### src/rtl/ctrl_fsm.sv
// ctrl_fsm -- multi-cycle control unit for a small 9-bit-instruction core.
//
// Walks IDLE -> FETCH -> EXEC -> (MEM -> (WB)) -> FETCH, decoding the fetched
// word held in a 9-bit instruction register (IR). An all-ones BAL (9'h19F)
// parks the unit in HALT until reset.
//
// Handshakes: instr_valid is sampled only while fetch_req is high (FETCH);
// the word on instr is taken on the first rising edge where both are high.
// mem_ready is sampled only while mem_req is high (MEM); the access completes
// on the first rising edge where both are high. Neither side may assume
// anything about the other's signal outside those states.
//
// Ports:
//   clk, rst_n            clock (rising edge), async active-low reset
//   start                 leave IDLE
//   instr, instr_valid    fetched word and its valid strobe
//   alu_eq, alu_lt        ALU flags, evaluated during a branch EXEC cycle
//   mem_ready             memory completion strobe
//   fetch_req             request an instruction (FETCH)
//   mem_req, mem_we       memory access request / write enable (MEM)
//   reg_wr_en             register-file write strobe
//   pc_advance            one pulse per retired instruction
//   reg_a_addr/reg_b_addr register-file read addresses
//   reg_wr_addr           register-file write address
//   alu_op, wb_sel        ALU opcode; write-back source (00 imm,01 mem,10 regA,11 alu)
//   imm                   zero-extended 6-bit immediate
//   branch_take, branch_idx  branch decision and branch LUT index
//   busy, halt            status
//   state_dbg             current FSM state encoding, for debug/checkers
//   instr_count, stall_count  performance counters (CTRL_FSM_PERF_CNT_EN only)
//
// Configuration macro: CTRL_FSM_PERF_CNT_EN adds the saturating performance
// counters and their output ports.

module ctrl_fsm #(
    parameter int DATA_W = 8,
    parameter int RF_AW  = 4,
    parameter int CNT_W  = 16
) (
    input  logic              clk,
    input  logic              rst_n,
    input  logic              start,
    input  logic [8:0]        instr,
    input  logic              instr_valid,
    input  logic              alu_eq,
    input  logic              alu_lt,
    input  logic              mem_ready,
    output logic              fetch_req,
    output logic              mem_req,
    output logic              mem_we,
    output logic              reg_wr_en,
    output logic              pc_advance,
    output logic [RF_AW-1:0]  reg_a_addr,
    output logic [RF_AW-1:0]  reg_b_addr,
    output logic [RF_AW-1:0]  reg_wr_addr,
    output logic [2:0]        alu_op,
    output logic [1:0]        wb_sel,
    output logic [DATA_W-1:0] imm,
    output logic              branch_take,
    output logic [4:0]        branch_idx,
    output logic              busy,
    output logic              halt,
`ifdef CTRL_FSM_PERF_CNT_EN
    output logic [CNT_W-1:0]  instr_count,
    output logic [CNT_W-1:0]  stall_count,
`endif
    output logic [2:0]        state_dbg
);

    if (DATA_W < 6 || RF_AW < 4 || CNT_W < 1) begin : g_bad_params
        $error("ctrl_fsm: needs DATA_W >= 6, RF_AW >= 4, CNT_W >= 1");
    end

    typedef enum logic [2:0] {
        IDLE  = 3'd0,
        FETCH = 3'd1,
        EXEC  = 3'd2,
        MEM   = 3'd3,
        WB    = 3'd4,
        HALT  = 3'd5
    } state_t;

    localparam logic [1:0] T_I = 2'b00, T_M = 2'b01, T_R = 2'b10, T_B = 2'b11;
    localparam logic [1:0] M_LDR = 2'b00, M_STR = 2'b01, M_MVA = 2'b10, M_MVS = 2'b11;
    localparam logic [1:0] B_BAL = 2'b00, B_BEQ = 2'b01, B_BLT = 2'b10, B_BLE = 2'b11;

    state_t     state;
    logic [8:0] ir;
    logic       pc_adv_q;
    logic       ir_is_halt;
    logic       ir_is_str;
    logic       ir_is_mem;
    logic       str_retire;

    assign ir_is_halt = (ir[8:7] == T_B) && (ir[6:5] == B_BAL) && (ir[4:0] == 5'h1F);
    assign ir_is_str  = (ir[8:7] == T_M) && (ir[6:5] == M_STR);
    assign ir_is_mem  = (ir[8:7] == T_M) && ((ir[6:5] == M_LDR) || (ir[6:5] == M_STR));

    // A store retires in the MEM cycle where mem_ready arrives, so its
    // pc_advance cannot be registered ahead of time; it is ORed in here.
    assign str_retire = (state == MEM) && ir_is_str && mem_ready;
    assign pc_advance = pc_adv_q | str_retire;
    assign state_dbg  = state;

    // Branch flags are only meaningful while the branch is in EXEC, so the
    // decision is formed from the live flags rather than a registered copy.
    always_comb begin
        branch_take = 1'b0;
        if (state == EXEC && ir[8:7] == T_B && !ir_is_halt) begin
            case (ir[6:5])
                B_BAL:   branch_take = 1'b1;
                B_BEQ:   branch_take = alu_eq;
                B_BLT:   branch_take = alu_lt;
                B_BLE:   branch_take = alu_eq | alu_lt;
                default: branch_take = 1'b0;
            endcase
        end
    end

    // Outputs are registered: each transition loads the values belonging to
    // the state being entered. Everything defaults to 0 every cycle, so a
    // field only stays non-zero where it is explicitly re-loaded.
    always_ff @(posedge clk or negedge rst_n) begin
        if (!rst_n) begin
            state       <= IDLE;
            ir          <= '0;
            fetch_req   <= 1'b0;
            mem_req     <= 1'b0;
            mem_we      <= 1'b0;
            reg_wr_en   <= 1'b0;
            pc_adv_q    <= 1'b0;
            reg_a_addr  <= '0;
            reg_b_addr  <= '0;
            reg_wr_addr <= '0;
            alu_op      <= '0;
            wb_sel      <= '0;
            imm         <= '0;
            branch_idx  <= '0;
            busy        <= 1'b0;
            halt        <= 1'b0;
        end else begin
            fetch_req   <= 1'b0;
            mem_req     <= 1'b0;
            mem_we      <= 1'b0;
            reg_wr_en   <= 1'b0;
            pc_adv_q    <= 1'b0;
            reg_a_addr  <= '0;
            reg_b_addr  <= '0;
            reg_wr_addr <= '0;
            alu_op      <= '0;
            wb_sel      <= '0;
            imm         <= '0;
            branch_idx  <= '0;
            busy        <= 1'b0;
            halt        <= 1'b0;
            case (state)
                IDLE: begin
                    if (start) begin
                        state     <= FETCH;
                        fetch_req <= 1'b1;
                        busy      <= 1'b1;
                    end
                end
                FETCH: begin
                    busy <= 1'b1;
                    if (instr_valid) begin
                        ir    <= instr;
                        state <= EXEC;
                        case (instr[8:7])
                            T_I: begin
                                reg_wr_en   <= 1'b1;
                                reg_wr_addr <= RF_AW'(instr[6]);
                                wb_sel      <= 2'b00;
                                imm         <= DATA_W'(instr[5:0]);
                                pc_adv_q    <= 1'b1;
                            end
                            T_R: begin
                                reg_a_addr  <= RF_AW'(0);
                                reg_b_addr  <= RF_AW'(1);
                                alu_op      <= instr[6:4];
                                reg_wr_addr <= RF_AW'(instr[3:0]);
                                wb_sel      <= 2'b11;
                                reg_wr_en   <= 1'b1;
                                pc_adv_q    <= 1'b1;
                            end
                            T_M: begin
                                case (instr[6:5])
                                    M_LDR: reg_a_addr <= RF_AW'(instr[3:0]);
                                    M_STR: begin
                                        reg_a_addr <= RF_AW'(instr[4]);
                                        reg_b_addr <= RF_AW'(instr[3:0]);
                                    end
                                    M_MVA: begin
                                        reg_a_addr  <= RF_AW'(instr[3:0]);
                                        reg_wr_addr <= RF_AW'(instr[4]);
                                        wb_sel      <= 2'b10;
                                        reg_wr_en   <= 1'b1;
                                        pc_adv_q    <= 1'b1;
                                    end
                                    default: begin // M_MVS
                                        reg_a_addr  <= RF_AW'(instr[4]);
                                        reg_wr_addr <= RF_AW'(instr[3:0]);
                                        wb_sel      <= 2'b10;
                                        reg_wr_en   <= 1'b1;
                                        pc_adv_q    <= 1'b1;
                                    end
                                endcase
                            end
                            default: begin // T_B
                                branch_idx <= instr[4:0];
                                // The halt word does not retire: no pc_advance.
                                if (!(instr[6:5] == B_BAL && instr[4:0] == 5'h1F)) begin
                                    pc_adv_q <= 1'b1;
                                end
                            end
                        endcase
                    end else begin
                        fetch_req <= 1'b1;
                    end
                end
                EXEC: begin
                    if (ir_is_halt) begin
                        state <= HALT;
                        halt  <= 1'b1;
                    end else if (ir_is_mem) begin
                        state      <= MEM;
                        busy       <= 1'b1;
                        mem_req    <= 1'b1;
                        mem_we     <= ir_is_str;
                        reg_a_addr <= reg_a_addr;
                        reg_b_addr <= reg_b_addr;
                    end else begin
                        state     <= FETCH;
                        busy      <= 1'b1;
                        fetch_req <= 1'b1;
                    end
                end
                MEM: begin
                    busy <= 1'b1;
                    if (!mem_ready) begin
                        mem_req    <= 1'b1;
                        mem_we     <= mem_we;
                        reg_a_addr <= reg_a_addr;
                        reg_b_addr <= reg_b_addr;
                    end else if (ir_is_str) begin
                        state     <= FETCH;
                        fetch_req <= 1'b1;
                    end else begin
                        state       <= WB;
                        reg_wr_en   <= 1'b1;
                        wb_sel      <= 2'b01;
                        reg_wr_addr <= RF_AW'(ir[4]);
                        pc_adv_q    <= 1'b1;
                    end
                end
                WB: begin
                    state     <= FETCH;
                    busy      <= 1'b1;
                    fetch_req <= 1'b1;
                end
                HALT: begin
                    halt <= 1'b1;
                end
                default: begin
                    state <= IDLE;
                end
            endcase
        end
    end

`ifdef CTRL_FSM_PERF_CNT_EN
    // Saturating counters: retired instructions and handshake stall cycles.
    always_ff @(posedge clk or negedge rst_n) begin
        if (!rst_n) begin
            instr_count <= '0;
            stall_count <= '0;
        end else begin
            if (pc_advance && instr_count != {CNT_W{1'b1}}) begin
                instr_count <= instr_count + 1'b1;
            end
            if (((state == FETCH && !instr_valid) || (state == MEM && !mem_ready))
                && stall_count != {CNT_W{1'b1}}) begin
                stall_count <= stall_count + 1'b1;
            end
        end
    end
`endif

endmodule

### config.mk
export PLATFORM = sky130hd
export DESIGN_NAME = ctrl_fsm
export DESIGN_NICKNAME = d
export VERILOG_FILES = /design/src/rtl/ctrl_fsm.sv
export SDC_FILE = /design/constraint.sdc
export NUM_CORES = 1
export LEC_CHECK = 0
export CAP_MARGIN = 30
export CELL_PAD_IN_SITES_DETAIL_PLACEMENT = 1
export CELL_PAD_IN_SITES_GLOBAL_PLACEMENT = 1
export CORE_ASPECT_RATIO = 0.75
export CORE_MARGIN = 1.5
export CORE_UTILIZATION = 30
export CTS_BUF_LIST = sky130_fd_sc_hd__clkbuf_2 sky130_fd_sc_hd__clkbuf_4 sky130_fd_sc_hd__clkbuf_8
export DETAILED_ROUTE_END_ITERATION = 12
export PLACE_DENSITY = 0.75
export SLEW_MARGIN = 5
export SYNTH_ARGS = -nofsm -noshare
export SYNTH_HDL_FRONTEND = slang
export SYNTH_SLANG_ARGS = --single-unit
### constraint.sdc
create_clock -name clk -period 1.8 [get_ports clk]
set_input_delay 0.54 -clock clk [delete_from_list [all_inputs] [get_ports clk]]
set_output_delay 0.54 -clock clk [all_outputs]
set_load 0.01 [all_outputs]
==> results of run 1 <==
power groups by stage:
stage	Combinational [mW]	Clock, mW	Sequential (mW)
floorplan	0.687	0	1.43
global placement	1.41	0	1.35
detailed placement	1.47	0	1.36
CTS	1.55	0.698	1.35
global route	1.77	0.737	1.38
finish	1.63	0.688	1.35
layer usage:
layer,track usage,wire [µm],up-vias
li1,-,-,831
met1,0.229,2900,904
met2,0.276,2850,45
met3,0.0367,233,10
met4,0.0516,62,0
met5,0,0,-
cells in the final DEF, fill, tap and decap left out, types with 3 or more instances in the layout:
master	instances
sky130_fd_sc_hd__clkdlybuf4s50_1	42
sky130_fd_sc_hd__nand2_1	25
sky130_fd_sc_hd__buf_2	3
sky130_fd_sc_hd__clkbuf_8	6
sky130_fd_sc_hd__and3_1	16
sky130_fd_sc_hd__dlygate4sd2_1	5
sky130_fd_sc_hd__nand2b_1	4
sky130_fd_sc_hd__and2_1	4
sky130_fd_sc_hd__nor2_1	3
sky130_fd_sc_hd__dfrtp_1	47
sky130_fd_sc_hd__nor3b_2	3
sky130_fd_sc_hd__a22o_1	8
sky130_fd_sc_hd__inv_1	4
sky130_fd_sc_hd__dlymetal6s2s_1	3
sky130_fd_sc_hd__a21o_1	4
sky130_fd_sc_hd__buf_4	36
sky130_fd_sc_hd__buf_6	7
sky130_fd_sc_hd__o21ai_0	5
cells by family (layout without fill, tap and decap cells):
group	count (synthesis)	after routing	synth area share
other	1	2	0.00178
and+or+nand+nor	71	71	0.209
AOI/OAI and AO/OA	36	36	0.134
adders and majority gates	4	4	0.0237
DFF	47	47	0.558
muxes	3	3	0.0178
buffers and inverters	19	111	0.0558
flip-flops by register name, indices dropped and copies added, names as in the netlist:
signal / count
alu_op: 3
branch_idx: 5
busy: 1
fetch_req: 1
halt: 1
imm: 6
ir: 9
mem_req: 1
mem_we: 1
pc_adv_q: 1
reg_a_addr: 4
reg_b_addr: 4
reg_wr_addr: 4
reg_wr_en: 1
state_dbg: 3
wb_sel: 2
timing repair:
item | CTS | global route
setup endpoints to repair | 5 | 15
setup buffers | 3 | 2
cloned | 0 | 0
pin swaps | 6 | 2
gates resized for setup | 23 | 13
per-stage QoR:
| stage | TNS [ps] | worst slack (ps) |
|---|---|---|
| final | -329 | -224 |
| after global routing | -442 | -280 |
| after CTS | -358 | -241 |
| after detailed placement | -7700 | -647 |
| after global placement | -6580 | -629 |
| after floorplan | 0 | 95.3 |
area by class of cell:
type	count	area, µm²	share of cell area
clock buffer	6	82.6	0.0258
inverter	4	15.0	0.00468
timing repair buffer	99	917	0.286
clock inverter	2	13.8	0.00429
sequential	47	1180	0.367
tap	84	105	0.0328
multi-input combinational	116	896	0.279
path summary, 6_finish.rpt:
kind	slack, ps	endpoint	cells past startpoint	from
worst max-delay path	-220	branch_take	4	state_dbg[0]
worst min-delay path	190	branch_idx[4]	1	rst_n
worst max register to register	140	pc_adv_q	6	state_dbg[2]
worst min register to register	500	ir[1]	2	ir[1]
max in group asynchronous	1080	ir[3]	2	rst_n
min in group clk	500	ir[1]	2	ir[1]
==> summary.txt, run 1 <==
Route
  – Post-route antenna net violation count: 0
  – Number of iterations in the first detailed-routing pass: 4
  – Detailed-route via count: 1,790
  – Detail-routed via count per cell: 5.00
  – Final wirelength: 6040 µm
  – DRC marker count from the first detailed-route iteration: 69
  – Number of remaining DRC errors: 0
  – Routed wirelength normalized by instance count: 16.9 µm

Pwr
  – Worst IR Drop VDD: 414 µV
  – Power density over the cells: 1150 mW/mm²
  – Net Sw Power: 1.25 mW
  – Total leakage power: 1.57 nW
  – Internal power: 2.43 mW
  – Net switching share of the total power: 0.339
  – Share of power burned in registers: 0.369
  – Post-layout power: between 3 and 4 mW
  – Comb power frac: 0.444
  – Clock network power share: 0.187

Global routing
  – First-pass GRT wire length: between 9000 and 10,000 µm
  – Number of antenna violations at the first check in global routing: 0
  – Overall Global Routing Usage: 0.169
  – Maximum number of pins on one net before global-route repair: 27
  – Overflow left after global routing: 0
  – Via count of the first global-routing pass: 1,889

Place
  – Routability-driven placement congestion ratio: approximately 0.83
  – Count of placed standard cells including taps: ~350
  – Cell area after placement: approximately 0.0030 mm²
  – Number of port buffers: 54
  – Half-perimeter wire length after placement: between 4000 and 5000 µm

Layout
  – Area overhead of the layout relative to synthesis: 52.0%
  – Final Instance Count excl. Fillers: about 360
  – Post-route standard cell area excluding fillers: 0.00321 mm²
  – Net count, final: around 290
  – Layout Utilization: 0.471
  – Fillers: between 700 and 800
  – Ratio of cells with drive above 1 in the final layout: 0.277
  – Antenna diode count: 0

Synthesis
  – Post-synthesis register bit count: between 40 and 50
  – Fraction of the yosys area taken by sequential cells: 0.558
  – Share of flip-flops with an asynchronous set or reset: 1.00
  – Proportion of netlist area held by the largest area contributor: 0.558
  – Gate count of the mapped netlist: 181
  – Commonest cells post-synth: sky130_fd_sc_hd__dfrtp_1, sky130_fd_sc_hd__nand2_1, sky130_fd_sc_hd__and3_1
  – Mean instance size in the synthesized netlist: roughly 12 µm²
  – Most used flip-flop cell after synthesis: sky130_fd_sc_hd__dfrtp_1
  – Number of synthesized flops with an enable pin: 0
  – Largest area contributor in the netlist: sky130_fd_sc_hd__dfrtp_1
  – Syn Std Cell Area: between 0.002 and 0.0025 mm²
  – Number of warnings issued by yosys: 0
  – Number of distinct library cells after synthesis: 44
  – Leading post-synthesis cells by cell area: sky130_fd_sc_hd__dfrtp_1, sky130_fd_sc_hd__and3_1, sky130_fd_sc_hd__nand2_1, sky130_fd_sc_hd__a22o_1, sky130_fd_sc_hd__ha_1
  – Cell with the most instances after synthesis: sky130_fd_sc_hd__dfrtp_1

CTS
  – Number of CTS-inserted buffers: 5
  – CTS clock-pin slew for the worst setup and hold paths: around 100 ps
  – Worst-Skew Late Latency: around 300 ps
  – Clock Tree Buf Depth: 2
  – Root buffer cell: sky130_fd_sc_hd__clkbuf_8
  – Count of hold buffers inserted by post-cts repair: 0
  – Deepest level of the CTS H-tree: 2
  – Clock tree from TritonCTS: built
  – Total clock sinks: 47

Floorplan
  – Ports: 57
  – Die area: around 0.0075 mm²
  – Number of placement rows: 26
  – Die span in y: 75.6 µm
  – Horiz. Die Dim: about 100 µm
  – Area of the placeable core: 0.00680 mm²
  – Initial standard-cell utilization of the core: 0.310

STA
  – Final worst path period need: roughly 2000 ps
  – Worst slew pin tran: just over 500 ps
  – Highest clock frequency the design can meet: 494 MHz
  – Final Hold Viols: 0
  – Final Cycle Share: 1.12
  – Worst setup margin: -224 ps
  – Hold slack: around 190 ps
  – RSZ-0062 raised after global routing: true
  – Slew margin rel.: 0.659
  – Final Max Slew Viols: 0
  – Post-route clock skew: approximately 14 ps
  – Endpoints failing setup: 2

Setup path
  – Crit path largest cell delay: 430 ps
  – Crit path max fanout: 2
  – Type of element launching the critical path: register
  – Family with the most delay on the worst path: simple AND/OR/NAND/NOR gates
  – Ordered list of cells on the worst path: nor3b_2 > o41ai_4 > nor2_2 > buf_2
  – Critical path capture point type: output pin
  – Slowest stage cell on the critical path: sky130_fd_sc_hd__dfrtp_1
  – CP Class: register to output pin
  – Data arrival time of the critical path: approximately 1500 ps
  – Buf+Inv Stages, Crit Path: 1
  – CP Data Required Time: approximately 1300 ps

Outcome
  – Violations in the final reports: setup timing
  – Status: finished with violations

Worst hold path
  – Kind of path behind the tightest hold check: input pin to asynchronous set/reset pin

Job
  – Max-cap check violation count: 0
Note: power is estimated with default switching activity, not from simulation.
==> inputs of run 2 (changes only) <==
--- a/config.mk
+++ b/config.mk
@@ -6,14 +6,12 @@
 export NUM_CORES = 1
 export LEC_CHECK = 0
 export CAP_MARGIN = 30
-export CELL_PAD_IN_SITES_DETAIL_PLACEMENT = 1
-export CELL_PAD_IN_SITES_GLOBAL_PLACEMENT = 1
 export CORE_ASPECT_RATIO = 0.75
 export CORE_MARGIN = 1.5
 export CORE_UTILIZATION = 30
 export CTS_BUF_LIST = sky130_fd_sc_hd__clkbuf_2 sky130_fd_sc_hd__clkbuf_4 sky130_fd_sc_hd__clkbuf_8
 export DETAILED_ROUTE_END_ITERATION = 12
-export PLACE_DENSITY = 0.75
+export PLACE_DENSITY = 0.63
 export SLEW_MARGIN = 5
 export SYNTH_ARGS = -nofsm -noshare
 export SYNTH_HDL_FRONTEND = slang
==> summary.txt, run 2 (synthesis gave the netlist of run 1 again) <==
Route
  – Detailed-route via count: 1,720
  – Final wirelength: around 5200 µm
  – DRC marker count from the first detailed-route iteration: 38
  – Number of remaining DRC errors: 0
  – Detail-routed via count per cell: roughly 4.7
  – Number of iterations in the first detailed-routing pass: 4
  – Post-route antenna net violation count: 0
  – Routed wirelength normalized by instance count: about 14 µm

STA
  – Post-route clock skew: 5.82 ps
  – Final Cycle Share: 1.10
  – Endpoints failing setup: 2
  – Final worst path period need: 1980 ps
  – RSZ-0062 raised after global routing: true
  – Final Max Slew Viols: 0
  – Worst setup margin: -177 ps
  – Final Hold Viols: 0
  – Highest clock frequency the design can meet: 506 MHz
  – Hold slack: ~170 ps

Layout
  – Number of flip-flops under the largest register name: 9
  – Highest-count cells in the layout ignoring fill and taps: sky130_fd_sc_hd__dfrtp_1, sky130_fd_sc_hd__clkdlybuf4s50_1, sky130_fd_sc_hd__buf_4
  – Ratio of cells with drive above 1 in the final layout: 0.290
  – Most common cell after layout, fill and taps aside: sky130_fd_sc_hd__dfrtp_1
  – Antenna diode count: 0
  – Largest reg by FF count: ir
  – Area of the multi-input gates: 905 µm²
  – Sequential cell area: 0.00118 mm²
  – Layout Utilization: 0.481
  – Area overhead of the layout relative to synthesis: 55.1%
  – Fillers: approximately 620
  – Net count, final: approximately 300
  – Registers with the most flip-flops: ir x9, imm x6, branch_idx x5

Global routing
  – Overflow left after global routing: 0
  – Via count of the first global-routing pass: roughly 1,700
  – Overall Global Routing Usage: 0.149
  – Number of antenna violations at the first check in global routing: 0
  – Maximum number of pins on one net before global-route repair: 24
  – First-pass GRT wire length: between 8000 and 9000 µm

Place
  – Half-perimeter wire length after placement: approximately 3900 µm
  – Post-Place Setup Slack: -611 ps
  – Number of port buffers: 54
  – Routability-driven placement congestion ratio: 0.778

CTS
  – Number of CTS-inserted buffers: 5
  – Worst-Skew Late Latency: 300 ps
  – Clock Tree Buf Depth: 2
  – Count of hold buffers inserted by post-cts repair: 0
  – Clock tree from TritonCTS: built
  – Root buffer cell: sky130_fd_sc_hd__clkbuf_8
  – CTS clock-pin slew for the worst setup and hold paths: 90 ps
  – Total clock sinks: 47
  – Deepest level of the CTS H-tree: 2

Setup path
  – Data arrival time of the critical path: roughly 1400 ps
  – Register-to-Register Path Depth: 5
  – FF-to-FF setup slack: approximately 160 ps
  – CP Class: register to output pin
  – Crit path max fanout: 2
  – CP Data Required Time: approximately 1300 ps
  – Type of element launching the critical path: register
  – Capture point of the worst reg-to-reg path: reg_wr_addr[0]
  – Critical path capture point type: output pin
  – Reg-to-reg critical path startpoint: state_dbg[2]

Floorplan
  – Ports: 57
  – Number of placement rows: 26
  – Area of the placeable core: 0.00680 mm²
  – Die span in y: between 70 and 80 µm
  – Horiz. Die Dim: ~100 µm
  – Die area: approximately 0.0075 mm²
  – Initial standard-cell utilization of the core: 0.310

Outcome
  – Status: finished with violations
  – Violations in the final reports: setup timing

Pwr
  – Worst IR Drop VDD: roughly 340 µV
  – Power density over the cells: roughly 1100 mW/mm²
  – Total leakage power: between 1.5 and 2 nW

Job
  – Max-cap check violation count: 0

Worst hold path
  – Kind of path behind the tightest hold check: input pin to asynchronous set/reset pin
==> run 2: cell types whose count changed in the layout (fill, tap and decap cells not counted) <==
cell and delta:
sky130_fd_sc_hd__nor3b_2 -1, sky130_fd_sc_hd__buf_4 +5, sky130_fd_sc_hd__nand2b_1 -1, sky130_fd_sc_hd__clkdlybuf4s15_2 -1, sky130_fd_sc_hd__nor3b_4 +1, sky130_fd_sc_hd__buf_2 +1
sky130_fd_sc_hd__bufinv_16 +1, sky130_fd_sc_hd__clkinv_2 -1, sky130_fd_sc_hd__o31ai_2 -1, sky130_fd_sc_hd__o31ai_1 +1, sky130_fd_sc_hd__nand2b_4 +1
==> run 2: critical path, stage by stage (launching register included) <==
cell                      delay [ps]
sky130_fd_sc_hd__dfrtp_1         410
sky130_fd_sc_hd__buf_6           120
sky130_fd_sc_hd__o41ai_4         400
sky130_fd_sc_hd__nor2_2           70
sky130_fd_sc_hd__buf_2           140
==> run 2: how the worst max path moves through the flow <==
stage	startpoint	to	slack (ps)	cells after the start
final	ir[5]	branch_take	-180	4
after global routing	ir[5]	branch_take	-240	5
after CTS	ir[3]	branch_take	-190	5
after detailed placement	mem_ready	pc_advance	-610	4
after global placement	mem_ready	pc_advance	-620	4
after floorplan	state_dbg[1]	branch_take	100	4
==> run 2: power by group <==
group	internal, mW	switching, mW	total, mW
Sequential	1.25	0.107	1.36
Clock	0.457	0.359	0.816
Combinational	0.867	0.715	1.58
Total	2.58	1.18	3.76
==> run 2: layout make-up <==
cell class                      instances  share of cell area
Clock buffer                            6              0.0252
Clock inverter                          2              0.0119
Inverter                                4             0.00459
Multi-Input combinational cell        116               0.277
Sequential cell                        47               0.360
Tap cell                               84              0.0321
Timing Repair Buffer                  104               0.290
==> run 2: per-stage QoR <==
stage | cells | setup TNS (ps) | power [mW] | instance area (µm²)
floorplan | 182 | 0 | 2.11 | 2110
global placement | 350 | -8050 | 2.77 | 3030
detailed placement | 350 | -8390 | 2.78 | 3030
CTS | 359 | -288 | 3.64 | 3180
global route | 363 | -394 | 3.98 | 3270
finish | 363 | -257 | 3.76 | 3270
==> run 2: timing repair <==
item	4_1_cts	5_1_grt
pin swaps	8	9
resized for setup	21	17
buffers inserted	1	6
endpoints found under the hold margin	0	0
setup endpoints to repair	6	32
==> run 2: routing by layer <==
layer | vias to the layer above | wire length, µm | track usage
met5 | - | 0 | 0
met4 | 0 | 57 | 0.0469
met3 | 7 | 281 | 0.0358
met2 | 48 | 2340 | 0.222
met1 | 825 | 2540 | 0.217
li1 | 840 | - | -
